File: src/rtl/dmac_channel_datapath.sv
// dmac_channel_datapath
//    Datapath half of one DMA channel. Holds the source/destination address
//    counters, remaining-transfer and burst-length bookkeeping, the beat
//    counter and the read-to-write data FIFO. The channel controller FSM
//    drives the select/enable strobes and branches on the status flags.
//
// Ports
//    clk, rst                 clock, synchronous active-high reset
//    cfg_*                    programmed channel configuration
//    s_/d_/t_sel, s_/d_/ts_en source, destination, remaining-size load/step
//    b_sel, burst_en          burst-length load source and enable
//    count_en                 beat counter advance
//    h_sel                    HAddr mux, 1 = destination, 0 = source
//    wr_en, rd_en, HRData     FIFO push of read data / pop to HWData
//    HAddr, HWData            AHB address and registered write data
//    bsz, tslb, tsz           burst done, remaining < burst, remaining == 0
//    fifo_full, fifo_empty    FIFO status
//    fifo_ovf, fifo_udf       sticky overflow / underflow
//
// Strobe semantics: there is no valid/ready pairing here. Every strobe is a
// single-cycle command sampled on the rising edge; each register follows only
// its own enable/select pair, and a push or pop that cannot complete is
// dropped and recorded in the sticky error flags instead of stalling.
module dmac_channel_datapath #(
   parameter int ADDR_W     = 32,
   parameter int DATA_W     = 32,
   parameter int CNT_W      = 16,
   parameter int FIFO_DEPTH = 16
) (
   input  logic              clk,
   input  logic              rst,
   input  logic [ADDR_W-1:0] cfg_src_addr,
   input  logic [ADDR_W-1:0] cfg_dst_addr,
   input  logic [CNT_W-1:0]  cfg_trans_size,
   input  logic [CNT_W-1:0]  cfg_burst_size,
   input  logic [1:0]        cfg_hsize,
   input  logic              s_sel,
   input  logic              d_sel,
   input  logic              t_sel,
   input  logic              s_en,
   input  logic              d_en,
   input  logic              ts_en,
   input  logic              b_sel,
   input  logic              burst_en,
   input  logic              count_en,
   input  logic              h_sel,
   input  logic              wr_en,
   input  logic              rd_en,
   input  logic [DATA_W-1:0] HRData,
   output logic [ADDR_W-1:0] HAddr,
   output logic [DATA_W-1:0] HWData,
   output logic              bsz,
   output logic              tslb,
   output logic              tsz,
   output logic              fifo_full,
   output logic              fifo_empty,
   output logic              fifo_ovf,
   output logic              fifo_udf
);

   localparam int PTR_W = $clog2(FIFO_DEPTH);

   logic [ADDR_W-1:0] r_src;
   logic [ADDR_W-1:0] r_dst;
   logic [CNT_W-1:0]  r_rem;
   logic [CNT_W-1:0]  r_burst_len;
   logic [CNT_W-1:0]  r_beat_cnt;
   logic [DATA_W-1:0] r_mem [FIFO_DEPTH];
   logic [PTR_W-1:0]  r_wr_ptr;
   logic [PTR_W-1:0]  r_rd_ptr;
   logic [PTR_W:0]    r_count;
   logic [DATA_W-1:0] r_hwdata;
   logic              r_ovf;
   logic              r_udf;

   logic [1:0]        w_hsize_eff;
   logic [ADDR_W-1:0] w_step;
   logic [CNT_W-1:0]  w_rem_sub;
   logic              w_full;
   logic              w_empty;
   logic              w_push;
   logic              w_pop;

   // hsize 3 is not a legal AHB beat for this channel; treat it as a word.
   assign w_hsize_eff = (cfg_hsize == 2'd3) ? 2'd2 : cfg_hsize;
   assign w_step      = ADDR_W'(1) << w_hsize_eff;
   // Saturating subtract so a short last burst never wraps the remaining size.
   assign w_rem_sub   = (r_rem > r_burst_len) ? (r_rem - r_burst_len) : '0;

   assign w_full  = (r_count == (PTR_W+1)'(FIFO_DEPTH));
   assign w_empty = (r_count == '0);
   assign w_pop   = rd_en && !w_empty;
   // A pop in the same cycle frees the slot, so a push into a full FIFO succeeds.
   assign w_push  = wr_en && (!w_full || w_pop);

   always_ff @(posedge clk) begin
      if (rst) begin
         r_src       <= '0;
         r_dst       <= '0;
         r_rem       <= '0;
         r_burst_len <= '0;
         r_beat_cnt  <= '0;
      end else begin
         if (s_en) r_src <= s_sel ? cfg_src_addr : (r_src + w_step);
         if (d_en) r_dst <= d_sel ? cfg_dst_addr : (r_dst + w_step);
         if (ts_en) r_rem <= t_sel ? cfg_trans_size : w_rem_sub;
         // r_rem on the right is the pre-update value even if ts_en fires too.
         if (burst_en) r_burst_len <= b_sel ? r_rem : cfg_burst_size;
         // Counting across a burst boundary restarts at beat 1 of the next burst.
         if (count_en) r_beat_cnt <= bsz ? CNT_W'(1) : (r_beat_cnt + CNT_W'(1));
         else if (burst_en) r_beat_cnt <= '0;
      end
   end

   always_ff @(posedge clk) begin
      if (rst) begin
         r_wr_ptr <= '0;
         r_rd_ptr <= '0;
         r_count  <= '0;
         r_hwdata <= '0;
         r_ovf    <= 1'b0;
         r_udf    <= 1'b0;
      end else begin
         if (w_push) r_wr_ptr <= r_wr_ptr + PTR_W'(1);
         if (w_pop) begin
            r_rd_ptr <= r_rd_ptr + PTR_W'(1);
            r_hwdata <= r_mem[r_rd_ptr];
         end
         if (w_push && !w_pop)      r_count <= r_count + (PTR_W+1)'(1);
         else if (w_pop && !w_push) r_count <= r_count - (PTR_W+1)'(1);
         if (wr_en && !w_push) r_ovf <= 1'b1;
         if (rd_en && w_empty) r_udf <= 1'b1;
      end
   end

   // Storage needs no reset: the pointers and count define which words are live.
   always_ff @(posedge clk) begin
      if (w_push) r_mem[r_wr_ptr] <= HRData;
   end

   assign HAddr      = h_sel ? r_dst : r_src;
   assign HWData     = r_hwdata;
   assign bsz        = (r_burst_len != '0) && (r_beat_cnt == r_burst_len);
   assign tsz        = (r_rem == '0);
   assign tslb       = (r_rem < cfg_burst_size);
   assign fifo_full  = w_full;
   assign fifo_empty = w_empty;
   assign fifo_ovf   = r_ovf;
   assign fifo_udf   = r_udf;

endmodule

File: config.mk
export PLATFORM = sky130hd
export DESIGN_NAME = dmac_channel_datapath
export DESIGN_NICKNAME = d
export VERILOG_FILES = /design/src/rtl/dmac_channel_datapath.sv
export SDC_FILE = /design/constraint.sdc
export NUM_CORES = 1
export LEC_CHECK = 0
export BUFFER_PORTS_ARGS = -buffer_cell sky130_fd_sc_hd__buf_2
export CAP_MARGIN = 10
export CORE_MARGIN = 5
export CORE_UTILIZATION = 50
export DETAILED_ROUTE_END_ITERATION = 10
export PLACE_DENSITY_LB_ADDON = 0.12
export SKIP_CTS_REPAIR_TIMING = 1
export SYNTH_ARGS = -nofsm -noshare
export SYNTH_HDL_FRONTEND = slang
export SYNTH_SLANG_ARGS = --single-unit
File: constraint.sdc
create_clock -name clk -period 5 [get_ports clk]
set_input_delay 1 -clock clk [delete_from_list [all_inputs] [get_ports clk]]
set_output_delay 1 -clock clk [all_outputs]
set_load 0.02 [all_outputs]
==> flow_metrics.env <==
export IMPL_grt_overflow=0
export IMPL_detailedPlacementHpwl_mm=45.08
export IMPL_grt_pass1_vias=18400
export IMPL_period_needed_ns=3.611
export IMPL_ys_types=75
export IMPL_syn_area_um2=29170
export IMPL_grt_setup_unrepaired="false"
export IMPL_arrival_ns=2.61
export IMPL_clock_skew_ns=0.01671
export IMPL_setup_ws_ns=1.389
export IMPL_dpl_cell_area_um2=31170
export IMPL_drc_errors=0
export IMPL_critPathLaunchType="input pin"
export IMPL_syn_to_final_growth_pct=15.00
export IMPL_cts_made_buffers=73
export IMPL_drtIter0Drc=1713
export IMPL_vias_per_cell=5.959
export IMPL_cts_tree="built"
export IMPL_fin_area_um2=33540
export IMPL_antenna_found_initial=4
export IMPL_critPathRequiredTime_ns=4.00
export IMPL_vias=18280
export IMPL_avgRoutedWirePerCell_um=23.20
export IMPL_cts_buffer_depth=3
export IMPL_die_h_um=251.5
export IMPL_min_path_type="reg2reg"
export IMPL_p_leak_nw=11.58
export IMPL_cts_root_buf="clkbuf_16"
export IMPL_max_stage_delay_ns=0.40
export IMPL_cp_slowest_cell="or4_1"
export IMPL_ys_ff_latch=671
export IMPL_cp_end_kind="output pin"
export IMPL_status="complete, no violations"
export IMPL_fp_coreArea_um2=57700
export IMPL_synthCells=2038
export IMPL_wl_mm=71.18
export IMPL_grt_start_max_net_pins=62
export IMPL_ys_seq_area_share_pct=63.62
export IMPL_hold_violations=0
export IMPL_path_class="in2out"
export IMPL_track_usage_pct=22.20
export IMPL_firstDrtPassIters=5
export IMPL_irDropWorstVdd_mv=0.3053
export IMPL_synth_ff_type="edfxtp_1"
export IMPL_crit_chain="buf_2 -> inv_1 -> ha_1 -> a21boi_0 -> o21a_1 -> o21ai_0 -> a21oi_1 -> or4_1 -> a21oi_1 -> buf_2"
export IMPL_synth_edf_count=512
export IMPL_grt_pass1_wl_mm=109.4
export IMPL_final_util_pct=58.14
export IMPL_pre_cts_slack_ns=1.245
export IMPL_drive_gt1_share_pct=25.02
export IMPL_ios=215
export IMPL_critical_path_top_delay_family="compound AO/OA/AOI/OAI gates"
export IMPL_slew_viol_final=0
export IMPL_fp_dieW_um=251.5
export IMPL_yosys_warnings=0
export IMPL_maxCapViolCount=0
export IMPL_final_cell_count_no_fill=3068
export IMPL_ant_nets=0
export IMPL_gp_routability_congestion=0.8693
export IMPL_worst_path_max_fanout=2
export IMPL_cp_num_buf_inv=3
export IMPL_finalSetupTns_ns=0
export IMPL_place_inst=2934
export IMPL_fin_nets=2439
export IMPL_htree_levels=3
export IMPL_slew_limit_headroom_pct=23.89
export IMPL_setup_viol=0
export IMPL_fp_row_count=88
export IMPL_die_area_um2=63270
export IMPL_io_buffers=214
export IMPL_cts_sinks=671
export IMPL_avgSynthCellArea_um2=14.31
export IMPL_async_reset_ff_share_pct=0
export IMPL_start_util_pct=50.56
export IMPL_insertion_delay_ns=0.59
export IMPL_fmax_mhz=276.9
export IMPL_finalCritPeriodShare_pct=72.22
export IMPL_tightest_slew_ns=1.133
export IMPL_pwr_density_cell_nw_per_um2=437.4
export IMPL_clk_pin_slew_worst_paths_ns=0.05
[cells in the mapped netlist, types with 8 or more instances]
master / number / area share (%)
a211oi_1: 52 / 1.3
a21o_1: 12 / 0.31
a21oi_1: 115 / 2.0
a22o_1: 8 / 0.24
a22oi_1: 27 / 0.69
and3_1: 13 / 0.28
buf_1: 19 / 0.24
buf_2: 17 / 0.29
clkbuf_1: 86 / 1.1
dfxtp_1: 159 / 11
edfxtp_1: 512 / 53
ha_1: 47 / 2.0
inv_1: 67 / 0.86
mux2_2: 24 / 0.93
mux2i_1: 20 / 0.69
mux4_2: 160 / 12
nand2_1: 173 / 2.2
nand2b_1: 12 / 0.26
nand3_1: 36 / 0.62
nand4_1: 18 / 0.39
nor2_1: 139 / 1.8
nor2b_1: 8 / 0.17
nor3_1: 20 / 0.34
nor4_1: 21 / 0.45
o21ai_0: 100 / 1.7
o31ai_1: 13 / 0.33
or3_1: 11 / 0.24
xnor2_1: 12 / 0.36
xor2_1: 30 / 0.90
[layer usage]
metal  global-route usage [%]  vias to the layer above  wire [µm]  part of all wire (%)
li1                         -                     8324          -                     -
met1                    31.36                     9256      30560                    43
met2                    36.25                      570      34630                    49
met3                    3.422                      129       4132                   5.8
met4                    6.596                        4       1831                   2.6
met5                        0                        -         23                 0.032
[logic make-up after synthesis]
logic type	share of synthesized area, %
fa+ha+maj	2.428
flops	63.62
mux	13.97
buf+inv	2.642
simple gates	7.451
other cells	0.01286
xor+xnor	1.261
compound gates	8.614
[layout make-up]
class                      instances  area (µm²)
clock inverter                    40       424.2
timing repair buffer             256        1424
inverter                          70       262.8
multi-input combinational       1172        9961
sequential                       671       18570
clock buffer                      93        1943
fill                            4563       24150
antenna                            1       2.502
tap                              765       957.2
[placed cells by master (no fill, tap or decap), types with 11 or more instances in the layout]
master	instances
clkbuf_1	17
nor4_1	21
xor2_1	30
and3_1	13
nand3_1	36
buf_2	214
mux2i_1	20
nand2_1	173
mux2_2	24
buf_4	39
nand2b_1	12
clkinv_1	16
a211oi_1	52
ha_1	47
a21o_1	12
or3_1	11
o21ai_0	100
clkbuf_16	74
mux4_2	160
nor3_1	16
xnor2_1	12
dfxtp_1	155
nor2_1	127
a21oi_1	115
o31ai_1	13
a22oi_1	27
nand4_1	18
nor2_4	12
inv_1	67
edfxtp_1	512
[stage by stage]
stage | power, mW | hold WS [ns]
detailed placement | 9.507 | 0.4437
finish | 14.67 | 0.4489
floorplan | 8.628 | 0.4488
global route | 15.33 | 0.4677
global placement | 9.465 | 0.4429
CTS | 14.84 | 0.4514
[worst min-delay path, stage by stage, from the launching register on]
cell	delay, ns
dfxtp_1	0.30
nand2_1	0.05
a21oi_1	0.05
[power by group]
group	switching [mW]	internal, mW	total [mW]
registers	0.277	6.25	6.53
clock network	2.14	3.17	5.31
logic	1.47	1.36	2.84
total	3.89	10.8	14.7
[registers in the layout (all words and copies together), names as in the netlist]
name         cells
r_dst           32
r_rd_ptr         4
r_rem           16
HWData          32
r_burst_len     16
r_src           32
r_beat_cnt      16
fifo_ovf         1
r_count          5
r_wr_ptr         4
r_mem          512
fifo_udf         1
[final timing paths]
check	from	end	slack (ns)	depth (start not counted)
min	HWData[1]	HWData[1]	0.45	2
max	cfg_burst_size[1]	tslb	1.39	10
min reg2reg	HWData[1]	HWData[1]	0.45	2
max reg2reg	r_count[0]	r_mem[7][30]	1.76	7
(Power assumes the default switching activity.)
